### config.mk
export PLATFORM = sky130hd
export DESIGN_NAME = mmio_console
export DESIGN_NICKNAME = d
export VERILOG_FILES = /design/src/rtl/mmio_console.sv
export SDC_FILE = /design/constraint.sdc
export NUM_CORES = 1
export LEC_CHECK = 0
export ABC_CLOCK_PERIOD_IN_PS = 3150
export BUFFER_PORTS_ARGS = -buffer_cell sky130_fd_sc_hd__buf_2
export CORE_ASPECT_RATIO = 1.4
export CORE_MARGIN = 3
export CORE_UTILIZATION = 30
export CTS_CLUSTER_DIAMETER = 120
export DETAILED_ROUTE_END_ITERATION = 7
export PLACE_DENSITY_LB_ADDON = 0.2
export SYNTH_ARGS = -nofsm -noshare
export SYNTH_HDL_FRONTEND = slang
export SYNTH_SLANG_ARGS = --single-unit
### constraint.sdc
create_clock -name clk -period 3.15 [get_ports clk]
set_input_delay 0.1575 -clock clk [delete_from_list [all_inputs] [get_ports clk]]
set_output_delay 0.1575 -clock clk [all_outputs]
set_load 0.005 [all_outputs]
### src/rtl/mmio_console.sv
// mmio_console: CPU-mapped byte console with RX/TX FIFOs, sticky EOT/overflow/underflow flags
module mmio_console_fifo #(
  parameter int DEPTH = 16
) (
  input  logic                    clk,
  input  logic                    rst,
  input  logic                    push,
  input  logic                    pop,
  input  logic [7:0]              din,
  output logic [7:0]              dout,
  output logic [$clog2(DEPTH):0]  cnt
);
  localparam int PW = $clog2(DEPTH);
  localparam int CW = PW + 1;
  logic [7:0]    mem [DEPTH];
  logic [PW-1:0] rp, wp;
  always_ff @(posedge clk) if (push && rst) mem[wp] <= din;
  always_ff @(posedge clk or negedge rst) begin
    if (!rst) begin
      rp  <= '0;
      wp  <= '0;
      cnt <= '0;
    end else begin
      if (push) wp <= wp + PW'(1);
      if (pop) rp <= rp + PW'(1);
      cnt <= cnt + CW'(push) - CW'(pop);
    end
  end
  assign dout = mem[rp];
endmodule

module mmio_console #(
  parameter int                    ADDR_WIDTH = 10,
  parameter logic [ADDR_WIDTH-1:0] DATA_ADDR  = 'h01e,
  parameter logic [ADDR_WIDTH-1:0] STAT_ADDR  = 'h01c,
  parameter int                    DEPTH      = 16,
  parameter logic [7:0]            EOT_CHAR   = 8'h04
) (
  input  logic                  clk,
  input  logic                  rst,
  input  logic [ADDR_WIDTH-1:0] addr,
  input  logic                  wr,
  input  logic                  rd,
  input  logic [15:0]           wr_data,
  output logic [15:0]           rd_data,
  output logic                  sel,
  input  logic                  rx_valid,
  input  logic [7:0]            rx_data,
  output logic                  rx_ready,
  output logic                  tx_valid,
  output logic [7:0]            tx_data,
  input  logic                  tx_ready,
  output logic                  eot
);
  localparam int CW = $clog2(DEPTH) + 1;
  logic [CW-1:0] rx_cnt, tx_cnt;
  logic [7:0]    rx_head, rx_occ;
  logic [31:0]   rx_cnt32;
  logic [15:0]   status;
  logic [2:0]    clr;
  logic is_data, is_stat, rx_full, rx_empty, tx_full, tx_empty;
  logic data_wr, eot_wr, rx_push, rx_pop, tx_push, tx_pop;
  logic set_ovf, set_unf, tx_ovf, rx_unf, unused;

  mmio_console_fifo #(.DEPTH(DEPTH)) u_rx (
    .clk(clk), .rst(rst), .push(rx_push), .pop(rx_pop),
    .din(rx_data), .dout(rx_head), .cnt(rx_cnt)
  );
  mmio_console_fifo #(.DEPTH(DEPTH)) u_tx (
    .clk(clk), .rst(rst), .push(tx_push), .pop(tx_pop),
    .din(wr_data[7:0]), .dout(tx_data), .cnt(tx_cnt)
  );

  assign is_data  = addr == DATA_ADDR;
  assign is_stat  = addr == STAT_ADDR;
  assign sel      = is_data || is_stat;
  assign rx_full  = rx_cnt == CW'(DEPTH);
  assign rx_empty = rx_cnt == '0;
  assign tx_full  = tx_cnt == CW'(DEPTH);
  assign tx_empty = tx_cnt == '0;
  assign rx_ready = !rx_full;
  assign tx_valid = !tx_empty;
  // All full/empty decisions use the pre-edge occupancy, so a same-cycle pop never makes room
  assign data_wr  = wr && is_data && wr_data[7:0] != EOT_CHAR;
  assign eot_wr   = wr && is_data && wr_data[7:0] == EOT_CHAR;
  assign rx_push  = rx_valid && !rx_full;
  assign rx_pop   = rd && is_data && !rx_empty;
  assign tx_push  = data_wr && !tx_full;
  assign tx_pop   = tx_valid && tx_ready;
  assign set_ovf  = data_wr && tx_full;
  assign set_unf  = rd && is_data && rx_empty;
  assign clr      = wr && is_stat ? wr_data[4:2] : 3'b000;
  assign rx_cnt32 = 32'(rx_cnt);
  assign rx_occ   = rx_cnt32 > 32'd255 ? 8'hff : rx_cnt32[7:0];
  assign status   = {rx_occ, 3'b000, rx_unf, tx_ovf, eot, tx_full, !rx_empty};
  assign rd_data  = is_data && rd ? (rx_empty ? 16'h0000 : {8'h00, rx_head}) :
                    is_stat ? status : 16'h0000;
  assign unused   = ^wr_data[15:8];

  // Sticky flags: a set in the same cycle as its W1C wins
  always_ff @(posedge clk or negedge rst) begin
    if (!rst) begin
      eot    <= 1'b0;
      tx_ovf <= 1'b0;
      rx_unf <= 1'b0;
    end else begin
      eot    <= eot_wr  || (eot    && !clr[0]);
      tx_ovf <= set_ovf || (tx_ovf && !clr[1]);
      rx_unf <= set_unf || (rx_unf && !clr[2]);
    end
  end
endmodule

==> After elaboration in Yosys (flattened, before gate mapping) <==
Memory sizes are Yosys's and may differ from the RTL's.
Index checks and enable logic that the tools add are counted.
{ "word_totals": {"register_bits": 29, "word_cells": 64, "in_bits": 40, "mem_count": 2, "mem_bits_rw": 256} }
{ "mem_list": {"columns": ["name", "words", "width", "rd", "rd_ports_with_merged_regs", "write_ports", "line", "rtl"], "rows": [
  ["u_rx.mem", 16, 8, 1, 0, 1, "15", "logic [7:0] mem [DEPTH];"],
  ["u_tx.mem", 16, 8, 1, 0, 1, "15", null]
]} }
{ "op_classes": {"eq_ne": 6, "n_reduce_logical": 29, "n_lt_le_gt_ge": 1, "n_addsub": 8, "mux": 9} }
{ "op_table": {"columns": ["op", "n"], "rows": [
  ["$mux 16", 2],
  ["$eq 10x5->1 const B", 2],
  ["$add 4x1->4 const B", 4],
  ["$logic_and 1x1->1", 16],
  ["$mux 8", 2],
  ["$add 5x1->5", 2],
  ["$eq 5x5->1 const B", 2],
  ["$logic_not 5->1", 2],
  ["$sub 5x1->5", 2],
  ["$eq 8x3->1 const B", 1],
  ["$gt 5x8->1 const B", 1],
  ["$ne 8x3->1 const B", 1],
  ["$logic_not 1->1", 7],
  ["$logic_or 1x1->1", 4],
  ["$mux 1", 4],
  ["$mux 3", 1]
]} }

==> Depth between registers and ports, before layout <==
Gate-level depths: netlist of the first run.
{ "logic_depth": {"ltp_word": 7, "ltp_mapped": 13} }

==> Hierarchy <==
A second synthesis of the first run with hierarchy kept.
{ "unflattened": {"cells_unflattened": 612, "area_unflattened_um2": 11776.3} }
{ "modules_own_cells": {"columns": ["module", "area_each_um2", "cells_each", "seq_area_each_um2", "instances"], "rows": [
  ["mmio_console_fifo", 5669.2, 278, 4169.0, 2],
  ["mmio_console", 437.9, 56, 75.1, 1]
]} }

==> Worst setup path before layout of the first run <==
No wires, ideal clock.
{ "synth_path": {"path_kind": "register -> register", "start": "reg u_tx.cnt[3]", "end": "reg u_tx.cnt[4]", "t_arrival_ps": 2739, "path_stages_with_launch": 14, "setup_time_ps": 123, "path_buffers": 1, "path_slack_ps": 288, "path_cell_list": "dfrtp_1 -> inv_1 -> ha_1 -> or4b_2 -> and2_1 -> clkbuf_1 -> ha_1 -> inv_1 -> ha_1 -> fa_1 -> a21oi_1 -> nor2_1 -> nor2_1 -> xnor2_1"} }
{ "synth_between": {"word_cells_on_any_way": 8, "cone_classes": "add/sub: 2; eq/ne: 1; reduce/logical: 5"} }
{ "synth_lines": {"columns": ["item", "line", "rtl"], "rows": [
  ["from (decl)", "11", "output logic [$clog2(DEPTH):0] cnt"],
  ["from (signal assigned)", "26", "cnt <= cnt + CW'(push) - CW'(pop);"],
  ["$logic_not 5->1", "80", "assign tx_empty = tx_cnt == '0;"],
  ["$logic_not 1->1", "82", "assign tx_valid = !tx_empty;"],
  ["net tx_valid", "50", "output logic tx_valid,"],
  ["$logic_and 1x1->1", "89", "assign tx_pop = tx_valid && tx_ready;"],
  ["net tx_pop", "62", "logic data_wr, eot_wr, rx_push, rx_pop, tx_push, tx_pop;"],
  ["$sub 5x1->5", "26", null]
]} }
The timed path passes the listed nets, and every way through them passes these cells.
A chain may end at the register's enable or synchronous reset.

==> Final worst setup path of the first run <==
{ "layout_path": {"start": "reg u_tx.cnt[2]", "end": "reg u_tx.cnt[4]"} }
{ "layout_between": {"elab_chain_len": 5, "word_cells_on_any_way": 8, "cone_classes": "add/sub: 2; eq/ne: 1; reduce/logical: 5"} }
{ "layout_lines": {"columns": ["item", "line", "rtl"], "rows": [
  ["$eq 5x5->1", "79", "assign tx_full = tx_cnt == CW'(DEPTH);"],
  ["$logic_not 1->1", "88", "assign tx_push = data_wr && !tx_full;"],
  ["$logic_and 1x1->1", "88", null],
  ["$add 5x1->5", "26", null],
  ["$sub 5x1->5 (*)", "26", null]
]} }
Every way passes the cells marked *; elsewhere a longest branch is shown, timed or not.

==> results of run 1 <==
[flip-flops by register name (all words and copies together) (netlist names)]
register / cells
u_tx.wp: 4
u_rx.cnt: 5
tx_ovf: 1
u_rx.mem: 128
u_rx.rp: 4
u_tx.cnt: 5
u_tx.rp: 4
u_tx.mem: 128
u_rx.wp: 4
rx_unf: 1
eot: 1
[routing by layer]
metal / vias up / global-route usage / share of wire
met2: 142 / 0.244 / 0.55
li1: 2631 / - / -
met4: 0 / 0.0384 / 0.026
met1: 3120 / 0.153 / 0.39
met3: 43 / 0.0174 / 0.035
met5: - / 0 / 0
[how the worst max path moves through the flow]
stage,start,endpoint,slack [ns],cells past startpoint
after global placement,u_rx.cnt[3]$_DFF_PN0_,u_rx.cnt[4]$_DFF_PN0_,0.04,14
after global routing,u_tx.cnt[2]$_DFF_PN0_,u_tx.cnt[4]$_DFF_PN0_,0.01,12
after CTS,u_rx.rp[2]$_DFFE_PN0P_,rd_data[0],0.09,6
final,u_tx.cnt[2]$_DFF_PN0_,u_tx.cnt[4]$_DFF_PN0_,0.18,12
after detailed placement,u_rx.cnt[2]$_DFF_PN0_,u_rx.cnt[4]$_DFF_PN0_,-0.08,14
after floorplan,u_tx.cnt[3]$_DFF_PN0_,u_tx.cnt[4]$_DFF_PN0_,0.29,13
[repair_timing]
action / CTS / global route
hold buffers: 9 / 0
buffers inserted: 0 / 0
resized for setup: 1 / 2
gates cloned: 0 / 0
setup endpoints to repair: 1 / 2
hold endpoints to repair: 123 / 0
[synth_stat cells (all sizes together) (3+ instances only)]
| library cell | n | area share |
|---|---|---|
| buf | 19 | 0.0088 |
| dfrtp | 29 | 0.062 |
| ha | 22 | 0.024 |
| nand3 | 3 | 0.0024 |
| mux2i | 7 | 0.0060 |
| a31oi | 4 | 0.0021 |
| mux2 | 3 | 0.0029 |
| nand2b | 4 | 0.0021 |
| a21oi | 5 | 0.0021 |
| nor4 | 8 | 0.0048 |
| a211oi | 6 | 0.0039 |
| mux4 | 74 | 0.14 |
| clkbuf | 11 | 0.0035 |
| nand4 | 5 | 0.0027 |
| inv | 26 | 0.0084 |
| nand2 | 13 | 0.0042 |
| xor2 | 6 | 0.0045 |
| nor3 | 12 | 0.0051 |
| nand3b | 4 | 0.0026 |
| nor4b | 3 | 0.0035 |
| xnor2 | 14 | 0.011 |
| a311oi | 3 | 0.0023 |
| nor2 | 30 | 0.0096 |
| o2bb2ai | 4 | 0.0030 |
| edfxtp | 256 | 0.66 |
| nor2b | 4 | 0.0021 |
[layout by cell type, fill, tap and decap left out, types with 4 or more instances in the layout]
cell	synthesis	layout
mux4_2	74	74
inv_1	26	26
a31oi_1	4	4
nor3_1	12	12
clkinv_1	0	8
dlygate4sd3_1	0	9
o2bb2ai_1	4	4
mux2i_1	7	7
nand2b_1	4	4
xor2_1	6	6
xnor2_1	14	14
a21oi_1	5	5
nor2_1	30	30
clkbuf_16	0	29
nand3b_1	4	4
dfrtp_1	29	27
ha_1	22	22
buf_4	3	53
buf_2	10	56
nor2b_1	4	4
nor4_2	1	5
edfxtp_1	256	256
a211oi_1	6	6
clkinv_2	0	7
nand2_1	13	13
nand4_1	5	5
[layout make-up]
type | count | area, um2 | share of cell area
flip-flops and latches | 285 | 8420 | 0.606
multi-input cells | 256 | 3070 | 0.221
repair buffers | 119 | 788 | 0.0568
clock buffers | 32 | 737 | 0.0531
well taps | 516 | 646 | 0.0465
clock inverters | 18 | 133 | 0.00955
inverters | 26 | 97.6 | 0.00703
[cell families (layout without fill, tap and decap cells)]
logic type | Yosys count | in the layout | synth area share
DFF | 285 | 285 | 0.721
other | 1 | 3 | 0.000321
xor gates and xnor gates | 20 | 20 | 0.0150
AOI/OAI and AO/OA | 29 | 29 | 0.0178
adders and majority gates | 24 | 24 | 0.0270
and+or+nand+nor | 96 | 96 | 0.0467
buffers and inverters | 56 | 195 | 0.0207
muxes | 84 | 84 | 0.152
[power groups by stage]
stage / logic, mW / registers (mW) / clock network [mW]
final: 1.93 / 4.60 / 3.19
after global routing: 2.14 / 4.63 / 3.45
after CTS: 1.98 / 4.60 / 3.28
after detailed placement: 1.97 / 4.67 / 0
after global placement: 1.88 / 4.65 / 0
after floorplan: 1.42 / 4.51 / 0
[metrics by stage]
stage | hold WS [ns] | utilization | setup TNS [ns] | total power, mW
2_1_floorplan | -0.138 | - | 0 | 5.93
3_3_place_gp | 0.0500 | 0.340 | 0 | 6.53
3_5_place_dp | 0.0511 | 0.340 | -0.0846 | 6.64
4_1_cts | 0.00645 | 0.366 | 0 | 9.86
5_1_grt | 0.0202 | 0.366 | 0 | 10.2
6_report | 0.0328 | 0.366 | 0 | 9.72
==> flow_summary.yaml, run 1 <==
sta:
  rsz0062_at_grt: "no"
  slew_viol_final: 0
  max_freq_mhz: 336
  worstMarginPinSlew_ns: 0.734
  period_share: 0.944
  setup_viol: 0
  finalHoldViolCount: 0
  setup_slack_ns: 0.176
  clock_skew_ns: 0.0151
  slew_headroom: 0.506
  period_needed_ns: 2.97
cts:
  cts.sinks: 285
  htreeDepth: 1
  cts_made_buffers: 29
  clk_root_buffer_cell: "clkbuf_16"
  cts_tree: "built"
  clk_path_buf_depth: 3
  clk_latency_ns: 0.53
  clk_pin_slew_ns: 0.06
hold_path:
  min_path_cells: 1
  hold-path-endpoint: "u_rx.mem[14][2]$_DFFE_PP_"
  hp-start: "rx_data[2]"
  min_path_type: "in2reg"
grt:
  grt_use_total: 0.129
  antenna_found_initial: 0
  overflow: 0
  grt_pass1_vias: 6450
  grt_pass1_wl_mm: 40.5
  grt_max_degree: 34
detailed_routing:
  via_per_inst: 4.74
  drc: 0
  avgRoutedWirePerCell_um: 21.4
  routed_wl_mm: 26.8
  ant_nets: 0
  first_pass_iters: 4
  drt_iter0_drc: 505
  vias: 5936
placement:
  post-dp-hpwl_mm: 18.7
  dp.cells: 1193
  gp_congestion: 0.744
  dpl_cell_area_mm2: 0.0129
  numPortBuffers: 56
  pre_cts_slack_ns: -0.0846
worst_setup_path:
  arrival_ns: 3.43
  critical_path_buf_inv_count: 2
  r2r-end: "u_tx.cnt[4]$_DFF_PN0_"
  r2r_setup_slack_ns: 0.18
  crit_chain: "inv_1, ha_1, or4b_2, and2_1, ha_1, inv_1, ha_1, fa_1, a21oi_1, nor2_1, nor2_1, xnor2_1"
  critical_path.max_fanout: 5
  crit_family: "adder cells"
  timing.rr.start: "u_tx.cnt[2]$_DFF_PN0_"
  crit_slowest_cell: "or4b_2"
  end_kind: "flip-flop"
  slowest_delay_ns: 0.60
  cp-start-kind: "flip-flop"
  path_class: "reg2reg"
  crit_path_frequent_cell: "ha_1"
  reg2reg_depth: 12
  crit_required_ns: 3.60
power:
  peakVddDrop_uv: 355
  p_comb_frac: 0.199
  p_sw_mw: 2.54
  p_leak_nw: 4.68
  swShare: 0.261
  p_clk_frac: 0.328
  powerDensity_mw_per_mm2: 700
  power_frac_seq: 0.473
  p_int_mw: 7.18
floorplanning:
  io_pins: 68
  placementRows: 84
  core_mm2: 0.0379
  die_x_um: 173
  dieArea_mm2: 0.0413
  die_h_um: 239
  start_util: 0.308
layout:
  n_fill_cell: 3539
  drive_gt1_frac: 0.326
  syn_to_final_growth_pct: 19.0
  antenna_cells: 0
  fin_nets: 781
  postLayoutCellArea_mm2: 0.0139
  final_cells: 1252
status:
  status: "finished clean"
logic_synthesis:
  yosys_most_used_dff: "edfxtp_1"
  synth-edff-count: 256
  synth_seq_area_share: 0.721
  syn_avg_cell_area_um2: 19.6
  synth-async-reset-ratio: 0.102
  synth_seq_cells: 285
  yosysWarnings: 0
  synth_cells: 595
  synth_area_mm2: 0.0117
  synth_cell_types: 48
run:
  max_cap_viol_count: 0
Power figures use the tool's default switching activity.
==> inputs of run 2 (changes only) <==
- CORE_ASPECT_RATIO: 1.4 -> unset
==> run 2 against run 1 <==
Utilization is 0.62 points higher. Clock skew is 0.0057 ns lower. Fmax is 1.5% higher. Critical endpoint is now rd_data[1]. Combinational power is 3% higher. Cell area is 1.9% higher. Setup slack better by 0.044 ns. Die area hardly changed. Critical path depth is 7 lower. Routed wire length is 1.7% lower. Final cell count is 0.88% higher. Non-clock buffer count is 10 higher. Sequential share of layout area is 1.2 points lower.
==> flow_summary.yaml, run 2 (synthesized netlist as in run 1, its figures left out) <==
status:
  status: "finished clean"
worst_setup_path:
  end_kind: "primary output"
  path_class: "reg2out"
  critical_path.max_fanout: 20
  crit_chain: "mux4_2, mux4_2, inv_1, o2bb2ai_1, buf_2"
  arrival_ns: 2.77
  slowest_delay_ns: 0.97
  reg2reg_depth: 12
  crit_path_frequent_cell: "mux4_2"
  cp-start-kind: "flip-flop"
  r2r-end: "u_tx.cnt[4]$_DFF_PN0_"
  crit_required_ns: 2.99
  crit_slowest_cell: "dfrtp_1"
  crit_end: "rd_data[1]"
  timing.rr.start: "u_tx.cnt[2]$_DFF_PN0_"
  cp-startpoint: "u_rx.rp[3]$_DFFE_PN0P_"
  r2r_setup_slack_ns: 0.22
detailed_routing:
  drt_iter0_drc: 355
  ant_nets: 0
  vias: 5980
  avgRoutedWirePerCell_um: 20.9
  first_pass_iters: 4
  via_per_inst: 4.73
  routed_wl_mm: 26.4
  drc: 0
placement:
  pre_cts_slack_ns: 0.111
  gp_congestion: 0.745
  post-dp-hpwl_mm: 17.2
  numPortBuffers: 56
power:
  peakVddDrop_uv: 383
  p_leak_nw: 4.80
  powerDensity_mw_per_mm2: 722
cts:
  cts_made_buffers: 31
  clk_latency_ns: 0.56
  clk_root_buffer_cell: "clkbuf_16"
  htreeDepth: 1
  cts.sinks: 285
  cts_tree: "built"
  clk_pin_slew_ns: 0.06
  clk_path_buf_depth: 3
sta:
  worstMarginPinSlew_ns: 0.957
  slew_viol_final: 0
  setup_viol: 0
  slew_headroom: 0.362
  fin_setup_tns_ns: 0
  clock_skew_ns: 0.00943
  period_share: 0.930
  setup_slack_ns: 0.220
  period_needed_ns: 2.93
  max_freq_mhz: 341
  rsz0062_at_grt: "no"
  finalHoldViolCount: 0
layout:
  syn_to_final_growth_pct: 21.2
  drive_gt1_frac: 0.331
  multi_input_area_mm2: 0.00306
  seq_area_mm2: 0.00842
  finish.utilization: 0.372
  n_fill_cell: 3590
  fin_nets: 793
  layout_common_cells: "edfxtp_1 (256), mux4_2 (74), buf_2 (56)"
  antenna_cells: 0
  final_common_cell: "edfxtp_1"
  largest_registers: "u_rx.mem: 128 flops, u_tx.mem: 128 flops"
grt:
  antenna_found_initial: 0
  overflow: 0
  grt_max_degree: 36
  grt_pass1_vias: 6302
  grt_use_total: 0.128
  grt_pass1_wl_mm: 40.2
floorplanning:
  die_h_um: 203
  start_util: 0.307
  dieArea_mm2: 0.0413
  die_x_um: 203
  placementRows: 71
  io_pins: 68
  core_mm2: 0.0380
hold_path:
  min_path_type: "in2reg"
  hp-start: "wr_data[4]"
run:
  max_cap_viol_count: 0
[run 2: changes by cell type in the layout (fill, tap and decap cells not counted), moves of 2 or more]
| cell | before | now |
|---|---|---|
| clkbuf_16 | 29 | 31 |
| dlygate4sd3_1 | 9 | 17 |
| buf_4 | 53 | 55 |
| bufinv_16 | 2 | 5 |
| clkinv_1 | 8 | 3 |
| clkinv_2 | 7 | 3 |
| clkbuf_8 | 0 | 3 |
| clkbuf_1 | 3 | 9 |
[run 2: worst max-delay path, delay by kind of cell, from the launching register on]
family	cells	cell delay [ns]
buf+inv	2	0.26
compound gates	1	0.10
flops	1	0.97
mux	2	0.89
[run 2: worst min path at each step]
| stage | end | slack (ns) | depth (start not counted) |
|---|---|---|---|
| after floorplan | eot$_DFF_PN0_ | -0.14 | 0 |
| after global placement | u_rx.wp[0]$_DFFE_PN0N_ | 0.11 | 1 |
| after detailed placement | rx_unf$_DFF_PN0_ | 0.11 | 1 |
| after CTS | u_tx.rp[0]$_DFFE_PN0P_ | 0.003 | 3 |
| after global routing | u_tx.mem[11][4]$_DFFE_PP_ | 0.03 | 1 |
| final | u_tx.mem[11][4]$_DFFE_PP_ | 0.02 | 1 |
[run 2: routing by layer]
| metal | GRT usage | wire (um) | vias to the layer above |
|---|---|---|---|
| met5 | 0 | 0 | - |
| li1 | - | - | 2659 |
| met4 | 0.0283 | 434 | 0 |
| met2 | 0.211 | 12900 | 144 |
| met1 | 0.180 | 11900 | 3141 |
| met3 | 0.0222 | 1190 | 36 |
[run 2: power by group]
group	total (mW)	internal, mW	leakage (nW)	switching [mW]
clock network	3.69	2.29	0.508	1.40
logic	1.98	1.00	1.63	0.980
registers	4.55	4.35	2.67	0.198
[run 2: timing repair]
item | CTS | global route
endpoints found under the setup margin | 0 | 1
gates resized for setup | 0 | 4
hold endpoints to repair | 235 | 1
hold buffers | 16 | 1
buffers inserted | 0 | 0
[run 2: area by class of cell]
class                   count  share of cell area
clock buffers              43              0.0601
clock inverters            13              0.0141
inverters                  26             0.00690
multi-input cells         256               0.216
flip-flops and latches    285               0.595
well taps                 511              0.0452
repair buffers            129              0.0624
[run 2: through the flow]
stage	hold WS [ns]	area (um2)	instances	total power [mW]
floorplan	-0.138	11700	597	5.93
global placement	0.107	12900	1190	6.55
detailed placement	0.109	12900	1190	6.62
CTS	0.00258	14100	1262	10.4
global route	0.0260	14100	1263	10.8
finish	0.0232	14100	1263	10.2
==> inputs of run 3 (changes only) <==
- ABC_CLOCK_PERIOD_IN_PS: 3150 -> 3800
- clock period: 3.15 -> 3.8 ns (I/O delays scaled with it)
==> run 3 against run 2 <==
Die area did not move. Cell area fell by 1.7%. Non-clock buffer count fell by 21. Clock skew rose by 0.0024 ns. Critical endpoint unchanged. Critical path type unchanged. Highest routed layer is now met5.
==> flow_summary.yaml, run 3 (synthesized netlist as in run 1, its figures left out) <==
layout:
  final_common_cell: "edfxtp_1"
  drive_gt1_frac: 0.319
  finish.utilization: 0.366
  layout_common_cells: "edfxtp_1 (256), mux4_2 (74), buf_2 (56)"
  final_cells: 1242
  n_fill_cell: 3602
  antenna_cells: 0
  fin_nets: 772
  largest_registers: "u_rx.mem: 128 flops, u_tx.mem: 128 flops"
  postLayoutCellArea_mm2: 0.0139
  syn_to_final_growth_pct: 19.2
cts:
  clk_root_buffer_cell: "clkbuf_16"
  clk_latency_ns: 0.56
  cts_tree: "built"
  clk_path_buf_depth: 3
  htreeDepth: 1
  cts_made_buffers: 31
  clk_pin_slew_ns: 0.06
  cts.sinks: 285
  cts_setup_buffers: 0
sta:
  period_share: 0.831
  worstMarginPinSlew_ns: 1.17
  setup_slack_ns: 0.643
  period_needed_ns: 3.16
  clock_skew_ns: 0.0118
  setup_viol: 0
  rsz0062_at_grt: "no"
  slew_headroom: 0.219
  finalHoldViolCount: 0
  max_freq_mhz: 317
  fin_setup_tns_ns: 0
  holdWs_ns: 0.0309
  slew_viol_final: 0
worst_setup_path:
  critical_path.max_fanout: 26
  crit_cells: 5
  crit_required_ns: 3.61
  cp-start-kind: "flip-flop"
  end_kind: "primary output"
  slowest_delay_ns: 0.92
  critical_path_buf_inv_count: 2
  crit_path_frequent_cell: "mux4_2"
  arrival_ns: 2.97
  r2r-end: "u_rx.cnt[4]$_DFF_PN0_"
  r2r_setup_slack_ns: 0.78
  crit_slowest_cell: "dfrtp_2"
  crit_end: "rd_data[1]"
  cp-startpoint: "u_rx.rp[2]$_DFFE_PN0P_"
  reg2reg_depth: 13
  timing.rr.start: "u_rx.cnt[2]$_DFF_PN0_"
  crit_family: "multiplexers"
  path_class: "reg2out"
  crit_chain: "mux4_2, mux4_2, inv_1, o2bb2ai_1, buf_2"
run:
  max_cap_viol_count: 0
floorplanning:
  io_pins: 68
  placementRows: 71
  core_mm2: 0.0380
  die_x_um: 203
  start_util: 0.307
  die_h_um: 203
  dieArea_mm2: 0.0413
power:
  p_clk_frac: 0.357
  p_comb_frac: 0.189
  swShare: 0.257
  peakVddDrop_uv: 394
  power_frac_seq: 0.454
  p_leak_nw: 4.68
  p_sw_mw: 2.16
  p_int_mw: 6.24
  p_total_mw: 8.40
  powerDensity_mw_per_mm2: 604
detailed_routing:
  routed_wl_mm: 26.5
  drc: 0
  drt_iter0_drc: 455
  avgRoutedWirePerCell_um: 21.3
  first_pass_iters: 4
  ant_nets: 0
  vias: 5924
  via_per_inst: 4.77
hold_path:
  min_path_type: "in2reg"
  min_path_cells: 1
grt:
  grt_use_total: 0.130
  antenna_found_initial: 1
  grt_max_degree: 37
  grt_pass1_vias: 6298
  overflow: 0
  grt_pass1_wl_mm: 40.2
placement:
  numPortBuffers: 56
  gp_congestion: 0.741
  pre_cts_slack_ns: 0.793
  dp.cells: 1178
  dpl_cell_area_mm2: 0.0128
  post-dp-hpwl_mm: 17.0
status:
  status: "finished clean"
## run 3: timing repair
action                    4_1_cts  5_1_grt
hold buffers                    8        0
hold endpoints to repair      115        0
resized for setup               0        0
## run 3: metal layers
layer  share of wire  up-vias  GRT usage
met3           0.048       42     0.0257
met4           0.017        2     0.0302
li1                -     2622          -
met5         0.00049        -          0
met1            0.46     3115      0.187
met2            0.47      143      0.204
## run 3: area by class of cell
cell class | count | area, um2 | share of cell area
Clock inverter | 19 | 221 | 0.0159
Sequential cell | 285 | 8420 | 0.605
Clock buffer | 37 | 798 | 0.0574
Inverter | 26 | 97.6 | 0.00701
Timing Repair Buffer | 108 | 691 | 0.0496
Multi-Input combinational cell | 256 | 3050 | 0.219
Tap cell | 511 | 639 | 0.0460
## run 3: worst min-delay path by stage
stage / start / slack, ns / end
after floorplan: rst / -0.11 / eot$_DFF_PN0_
after global placement: rst / 0.34 / u_rx.rp[3]$_DFFE_PN0P_
after detailed placement: rst / 0.33 / u_rx.rp[1]$_DFFE_PN0P_
after CTS: addr[1] / 0.003 / u_tx.wp[2]$_DFFE_PN0N_
after global routing: wr_data[5] / 0.02 / u_tx.mem[14][5]$_DFFE_PP_
final: rx_data[7] / 0.03 / u_rx.mem[14][7]$_DFFE_PP_
## run 3: worst reg2reg max path: cells and delay by family, from the launching register on
kind / cells / cell delay, ns
XOR/XNOR: 1 / 0.13
adder cells (fa/ha/maj): 4 / 1.10
flip-flops: 1 / 0.39
AND/OR/NAND/NOR: 4 / 0.95
AO/OA/AOI/OAI: 1 / 0.16
buffers and inverters: 3 / 0.21
## run 3: power groups by stage
stage | combinational [mW] | clock, mW | sequential [mW]
after floorplan | 1.17 | 0 | 3.74
after global placement | 1.55 | 0 | 3.87
after detailed placement | 1.60 | 0 | 3.88
after CTS | 1.62 | 3.08 | 3.82
after global routing | 1.75 | 3.22 | 3.85
final | 1.59 | 3.00 | 3.81
